===== src/rtl/dm_port_arbiter.sv =====
// Two-port arbiter sharing the mmu data-memory port between the LSU (port 0) and a secondary master.
// Define DM_ARB_RR_EN for round-robin with burst limit; otherwise port 0 has fixed priority.
module dm_port_arbiter #(
  parameter int unsigned MAX_BURST = 4,
  parameter int unsigned BURST_W   = 3
) (
  input  logic        clk,
  input  logic        resetb,
  input  logic        req0_i,
  input  logic        req1_i,
  input  logic        we0_i,
  input  logic        we1_i,
  input  logic [31:0] addr0_i,
  input  logic [31:0] addr1_i,
  input  logic [31:0] wdata0_i,
  input  logic [31:0] wdata1_i,
  input  logic [3:0]  be0_i,
  input  logic [3:0]  be1_i,
  input  logic        sgn0_i,
  input  logic        sgn1_i,
  output logic        gnt0_o,
  output logic        gnt1_o,
  output logic        rvalid0_o,
  output logic        rvalid1_o,
  output logic [31:0] rdata_o,
  output logic        dm_we_o,
  output logic [31:0] dm_addr_o,
  output logic [31:0] dm_di_o,
  output logic [3:0]  dm_be_o,
  output logic        is_signed_o,
  input  logic [31:0] dm_do_i
);

  logic       sel0, sel1;
  logic [1:0] rd_pend_q, rd_pend_d;

`ifdef DM_ARB_RR_EN
  localparam logic [BURST_W-1:0] MaxBurst = BURST_W'(MAX_BURST);

  logic               owner_q, owner_d;
  logic [BURST_W-1:0] burst_cnt_q, burst_cnt_d;
  logic               pick1;

  // Winner under contention. A zero count means the owner has no live burst, so the
  // non-owner goes first (this is what makes port 0 win right after reset).
  always_comb begin
    pick1 = ~owner_q;
    if (burst_cnt_q != '0 && burst_cnt_q < MaxBurst) begin
      pick1 = owner_q;
    end
  end

  always_comb begin
    sel0 = req0_i & (~req1_i | ~pick1);
    sel1 = req1_i & (~req0_i | pick1);
  end

  always_comb begin
    owner_d     = owner_q;
    burst_cnt_d = '0;
    if (gnt0_o || gnt1_o) begin
      owner_d = gnt1_o;
      if (gnt1_o == owner_q) begin
        burst_cnt_d = (burst_cnt_q >= MaxBurst) ? burst_cnt_q : burst_cnt_q + BURST_W'(1);
      end else begin
        burst_cnt_d = BURST_W'(1);
      end
    end
  end

  always_ff @(posedge clk or negedge resetb) begin
    if (!resetb) begin
      owner_q     <= 1'b1;
      burst_cnt_q <= '0;
    end else begin
      owner_q     <= owner_d;
      burst_cnt_q <= burst_cnt_d;
    end
  end
`else
  logic unused_params;
  assign unused_params = ^{MAX_BURST, BURST_W};

  always_comb begin
    sel0 = req0_i;
    sel1 = req1_i & ~req0_i;
  end
`endif

  // Grants are forced low while reset is asserted.
  always_comb begin
    gnt0_o = resetb & sel0;
    gnt1_o = resetb & sel1;
  end

  always_comb begin
    dm_we_o     = 1'b0;
    dm_addr_o   = '0;
    dm_di_o     = '0;
    dm_be_o     = '0;
    is_signed_o = 1'b0;
    if (gnt0_o) begin
      dm_we_o     = we0_i;
      dm_addr_o   = addr0_i;
      dm_di_o     = wdata0_i;
      dm_be_o     = be0_i;
      is_signed_o = sgn0_i;
    end else if (gnt1_o) begin
      dm_we_o     = we1_i;
      dm_addr_o   = addr1_i;
      dm_di_o     = wdata1_i;
      dm_be_o     = be1_i;
      is_signed_o = sgn1_i;
    end
  end

  // Tracks which port's read the mmu pipeline register returns next cycle.
  always_comb begin
    rd_pend_d = {gnt1_o & ~we1_i, gnt0_o & ~we0_i};
  end

  always_ff @(posedge clk or negedge resetb) begin
    if (!resetb) begin
      rd_pend_q <= 2'b00;
    end else begin
      rd_pend_q <= rd_pend_d;
    end
  end

  always_comb begin
    rvalid0_o = rd_pend_q[0];
    rvalid1_o = rd_pend_q[1];
    rdata_o   = dm_do_i;
  end

endmodule


===== config.mk =====
export PLATFORM = sky130hd
export DESIGN_NAME = dm_port_arbiter
export DESIGN_NICKNAME = d
export VERILOG_FILES = /design/src/rtl/dm_port_arbiter.sv
export SDC_FILE = /design/constraint.sdc
export NUM_CORES = 1
export LEC_CHECK = 0
export CORE_AREA = 2 2 109 111
export DETAILED_ROUTE_END_ITERATION = 6
export DIE_AREA = 0 0 111 113
export DONT_BUFFER_PORTS = 1
export PLACE_DENSITY = 0.3
export SYNTH_ARGS = -nofsm -noshare
export SYNTH_HDL_FRONTEND = slang
export SYNTH_SLANG_ARGS = --single-unit
export TNS_END_PERCENT = 100

===== constraint.sdc =====
create_clock -name clk -period 2.1 [get_ports clk]
set_input_delay 0.105 -clock clk [delete_from_list [all_inputs] [get_ports clk]]
set_output_delay 0.105 -clock clk [all_outputs]
set_load 0.005 [all_outputs]

### Word-level counts from Yosys, hierarchy flattened

Cells that the tools add are included.

| operators by class | value |
|---|---|
| mux-type cells | 10 |
| bitwise logic cells | 8 |

Operators by type and width:

| cell | count |
|---|---|
| 32-bit two-way mux | 4 |
| 4-bit two-way mux | 2 |
| 1-bit bitwise AND | 5 |
| 1-bit two-way mux | 4 |
| 1-bit inverter | 3 |

| storage, ports and cells | value |
|---|---|
| flip-flop bits (word level) | 2 |
| input port bits | 176 |
| output and inout bits | 106 |
| logic and storage cells | 19 |

### Logic depth before layout (Yosys ltp)

| logic depth | value |
|---|---|
| depth in word-level cells | 5 |
| depth in mapped cells | 5 |
| depth with buffers taken out | 2 |

### Worst setup path after synthesis

No wires, ideal clock.

| path | value |
|---|---|
| path kind | input-to-output |
| start | input req0_i |
| end | output dm_addr_o[0] |
| data arrival time | 0.771 ns |
| required time | 1.995 ns |
| setup slack | 1.224 ns |
| stages on the path | 5 |
| buffers on the path | 3 |
| cell sequence | buf_6 -> nand2b_4 -> buf_12 -> buf_12 -> o21ai_2 |

| between the ends | value |
|---|---|
| word-level cells in the longest chain between the ends | 5 |

Ends and longest elaborated chain:

| element | line | text |
|---|---|---|
| from (decl) | 9 | `input logic req0_i,` |
| 1-bit inverter | 86 | `sel1 = req1_i & ~req0_i;` |
| 1-bit bitwise AND | 86 |  |
| 1-bit bitwise AND | 93 | `gnt1_o = resetb & sel1;` |
| 32-bit two-way mux | 108 | `end else if (gnt1_o) begin` |
| 32-bit two-way mux (*) | 102 | `if (gnt0_o) begin` |
| to (decl) | 27 | `output logic [31:0] dm_addr_o,` |

Mark *: on every way between the ends. The rest lies on a longest branch, timed or not.

### Final worst setup path

| path | value |
|---|---|
| start | input req0_i |
| end | output dm_di_o[15] |

| between the ends | value |
|---|---|
| word-level cells in the longest chain between the ends | 5 |

Ends and longest elaborated chain:

| element | line | text |
|---|---|---|
| 1-bit inverter | 86 |  |
| 1-bit bitwise AND | 86 |  |
| 1-bit bitwise AND | 93 |  |
| 32-bit two-way mux | 108 |  |
| 32-bit two-way mux (*) | 102 |  |
| to (decl) | 28 | `output logic [31:0] dm_di_o,` |

Marked as above.

==> summary.txt <==
Global routing
  – Largest net degree at the start of global routing: 144
  – GRT Residual Overflow: 0
  – Vias in the first global route: 1496
  – GRT Total Usage: 7.08%
  – First-pass GRT wire length: about 7300 microns
  – Initial antenna violation count: 0

Place
  – Placed Cells: 363
  – IO buf count: 0
  – DPL Wire Length: 3990 microns
  – Placed inst area: 1520 sq um
  – GPL Wtd Cong: 0.647

Layout
  – Post-route cell area: between 1500 and 2000 sq um
  – Largest regs: rd_pend_q (2)
  – Max reg flops: 2
  – Share of cells above drive strength 1: 33.3%
  – Area overhead of the layout relative to synthesis: -11.8%
  – Final Core Density: between 10% and 20%
  – Most flop-heavy register: rd_pend_q
  – Post-route insts no fill: approximately 370
  – Final Net Count: 403
  – Most frequent cells in the layout: nand2_1 (70), nand3_1 (70), o21ai_2 (68), clkbuf_16 (3)
  – Ant. Diodes: 0

Clock tree
  – TritonCTS buffer count: 3
  – Hold buffers post-CTS: 2
  – Reg clk slew, reported paths: ~0.03 ns
  – Post-CTS Setup Inserts: 0
  – Root buffer selected by CTS: clkbuf_16
  – CTS tree: yes
  – Post_cts resized: 0
  – Sink Count: 2
  – CTS max path bufs: 2
  – CTS H-tree lvls: 1

Critical path
  – Crit-path max FO: 72
  – Critical path launch point type: input pin
  – WS Path Type: in2out
  – Worst path required time: about 2.0 ns
  – Critical Path Sink Type: output port
  – Worst EP arrival: between 1 and 1.5 ns

Run status
  – Status: complete, but fails checks
  – Failing checks: negative hold slack

Pwr
  – Internal Power: 0.000364 W
  – Combinational power share: 39.3%
  – Clock network power share: 53.1%
  – Switching pwr: 0.000171 W
  – Pwr/cell area: 331 nW/um^2
  – Switching share of power: 32.0%
  – Leakage: 0.558 nW
  – VDD IR max: 0.000394 V
  – Seq pwr share: 7.6%

STA
  – FMAX: 882 MHz
  – Final Hold Viols: 1
  – Final hold slack: -0.000337 ns
  – Final Max Tran Viols: 0
  – Tmin final: 1.13 ns
  – Period utilization: a little over half
  – RSZ-0062 raised after global routing: no
  – # setup viols final: 0
  – Max_slew headroom: 65.4%
  – Post-route setup TNS: 0 ns
  – Measured slew at the worst slew-check pin: 0.520 ns

Yosys
  – Cell taking the most area after synthesis: o21ai_2
  – Register area share after synthesis: 2.74%
  – Library cells used by synthesis: 16
  – Yosys warns: 0
  – Area fraction of the dominant cell type after synthesis: 32.6%
  – Syn_nets: around 460
  – Area contributors post-synth: o21ai_2 (33%), nand3_1 (19%), nand2_1 (14%), buf_4 (14%), buf_12 (8.8%)
  – Synthesis-stage register bit count: 2
  – Syn avg cell area: 6.49 sq um
  – Syn Inst Count: 282
  – Mapped Area: around 1800 sq um

Floorplanning
  – Core area: 11300 sq um
  – I/O pins: around 280
  – Die Wd: 111 microns
  – Die Ht: ~110 microns
  – Die ar.: about 13000 sq um
  – Initial core utilization: ~16%
  – Site Rows: 39

Run
  – Max-capacitance violation count: 0

Detailed routing
  – DR vias/cell: around 4.7
  – Initial DRC Count: 48
  – Post-route ant nets: 0
  – Drt first pass iters: 4
  – DRC viols: 0
  – Wirelength per Cell: around 14 microns
  – Routed wire length: 5110 microns
  – Total vias in the final route: 1722

Hold path
  – Hold Crit Class: in2reg
-- final timing paths --
check	from	to	slack, ns	depth (start not counted)
min	we0_i	rd_pend_q[0]	-0.0003	1
max in group asynchronous	resetb	rd_pend_q[1]	1.85	1
max	req0_i	dm_di_o[15]	0.97	3
min in group asynchronous	resetb	rd_pend_q[0]	0.13	1
-- cell type report --
type | count | area [sq um]
repair buffers | 4 | 47.5
flip-flops and latches | 2 | 50.0
fillers | 1322 | 9660
inverters | 1 | 3.75
multi-input cells | 215 | 1260
well taps | 143 | 179
clock buffers | 3 | 75.1
-- worst max-delay path, stage by stage --
cell and delay, ns:
nand2b_4 0.44, buf_4 0.34, o21ai_2 0.10
-- stage by stage --
stage	power, W	worst slack (ns)
floorplan	0.000361	1.22
global placement	0.000254	0.974
detailed placement	0.000255	0.947
CTS	0.000546	0.949
global route	0.000569	0.875
finish	0.000535	0.966
-- routing by layer --
metal | share of wire, % | global-route usage [%]
met4 | 1.9 | 2.75
met5 | 0 | 0
met1 | 33 | 7.23
met3 | 10 | 1.50
met2 | 55 | 14.0
-- Yosys cell counts (all sizes together) --
cell type / count
nand2: 70
nand3: 70
o21ai: 70
buf: 54
clkbuf: 10
dfrtp: 2
and2: 1
inv: 1
nand2b: 1
nor2: 1
nor2b: 1
nor3: 1
-- cells by family (layout without fill, tap and decap cells) --
group / Yosys count / count (layout) / share of synthesized area (%)
simple gates: 145 / 145 / 35.7
flops: 2 / 2 / 2.74
buf+inv: 65 / 8 / 28.5
compound gates: 70 / 70 / 33.1
-- power by group through the flow --
stage / Combinational, W / Clock (W) / Sequential (W)
3_3_place_gp: 0.000212 / 0 / 0.0000413
3_5_place_dp: 0.000213 / 0 / 0.0000411
6_report: 0.000210 / 0.000284 / 0.0000407
2_1_floorplan: 0.000320 / 0 / 0.0000410
5_1_grt: 0.000236 / 0.000293 / 0.0000409
4_1_cts: 0.000217 / 0.000288 / 0.0000407
Power figures use the tool's default switching activity.
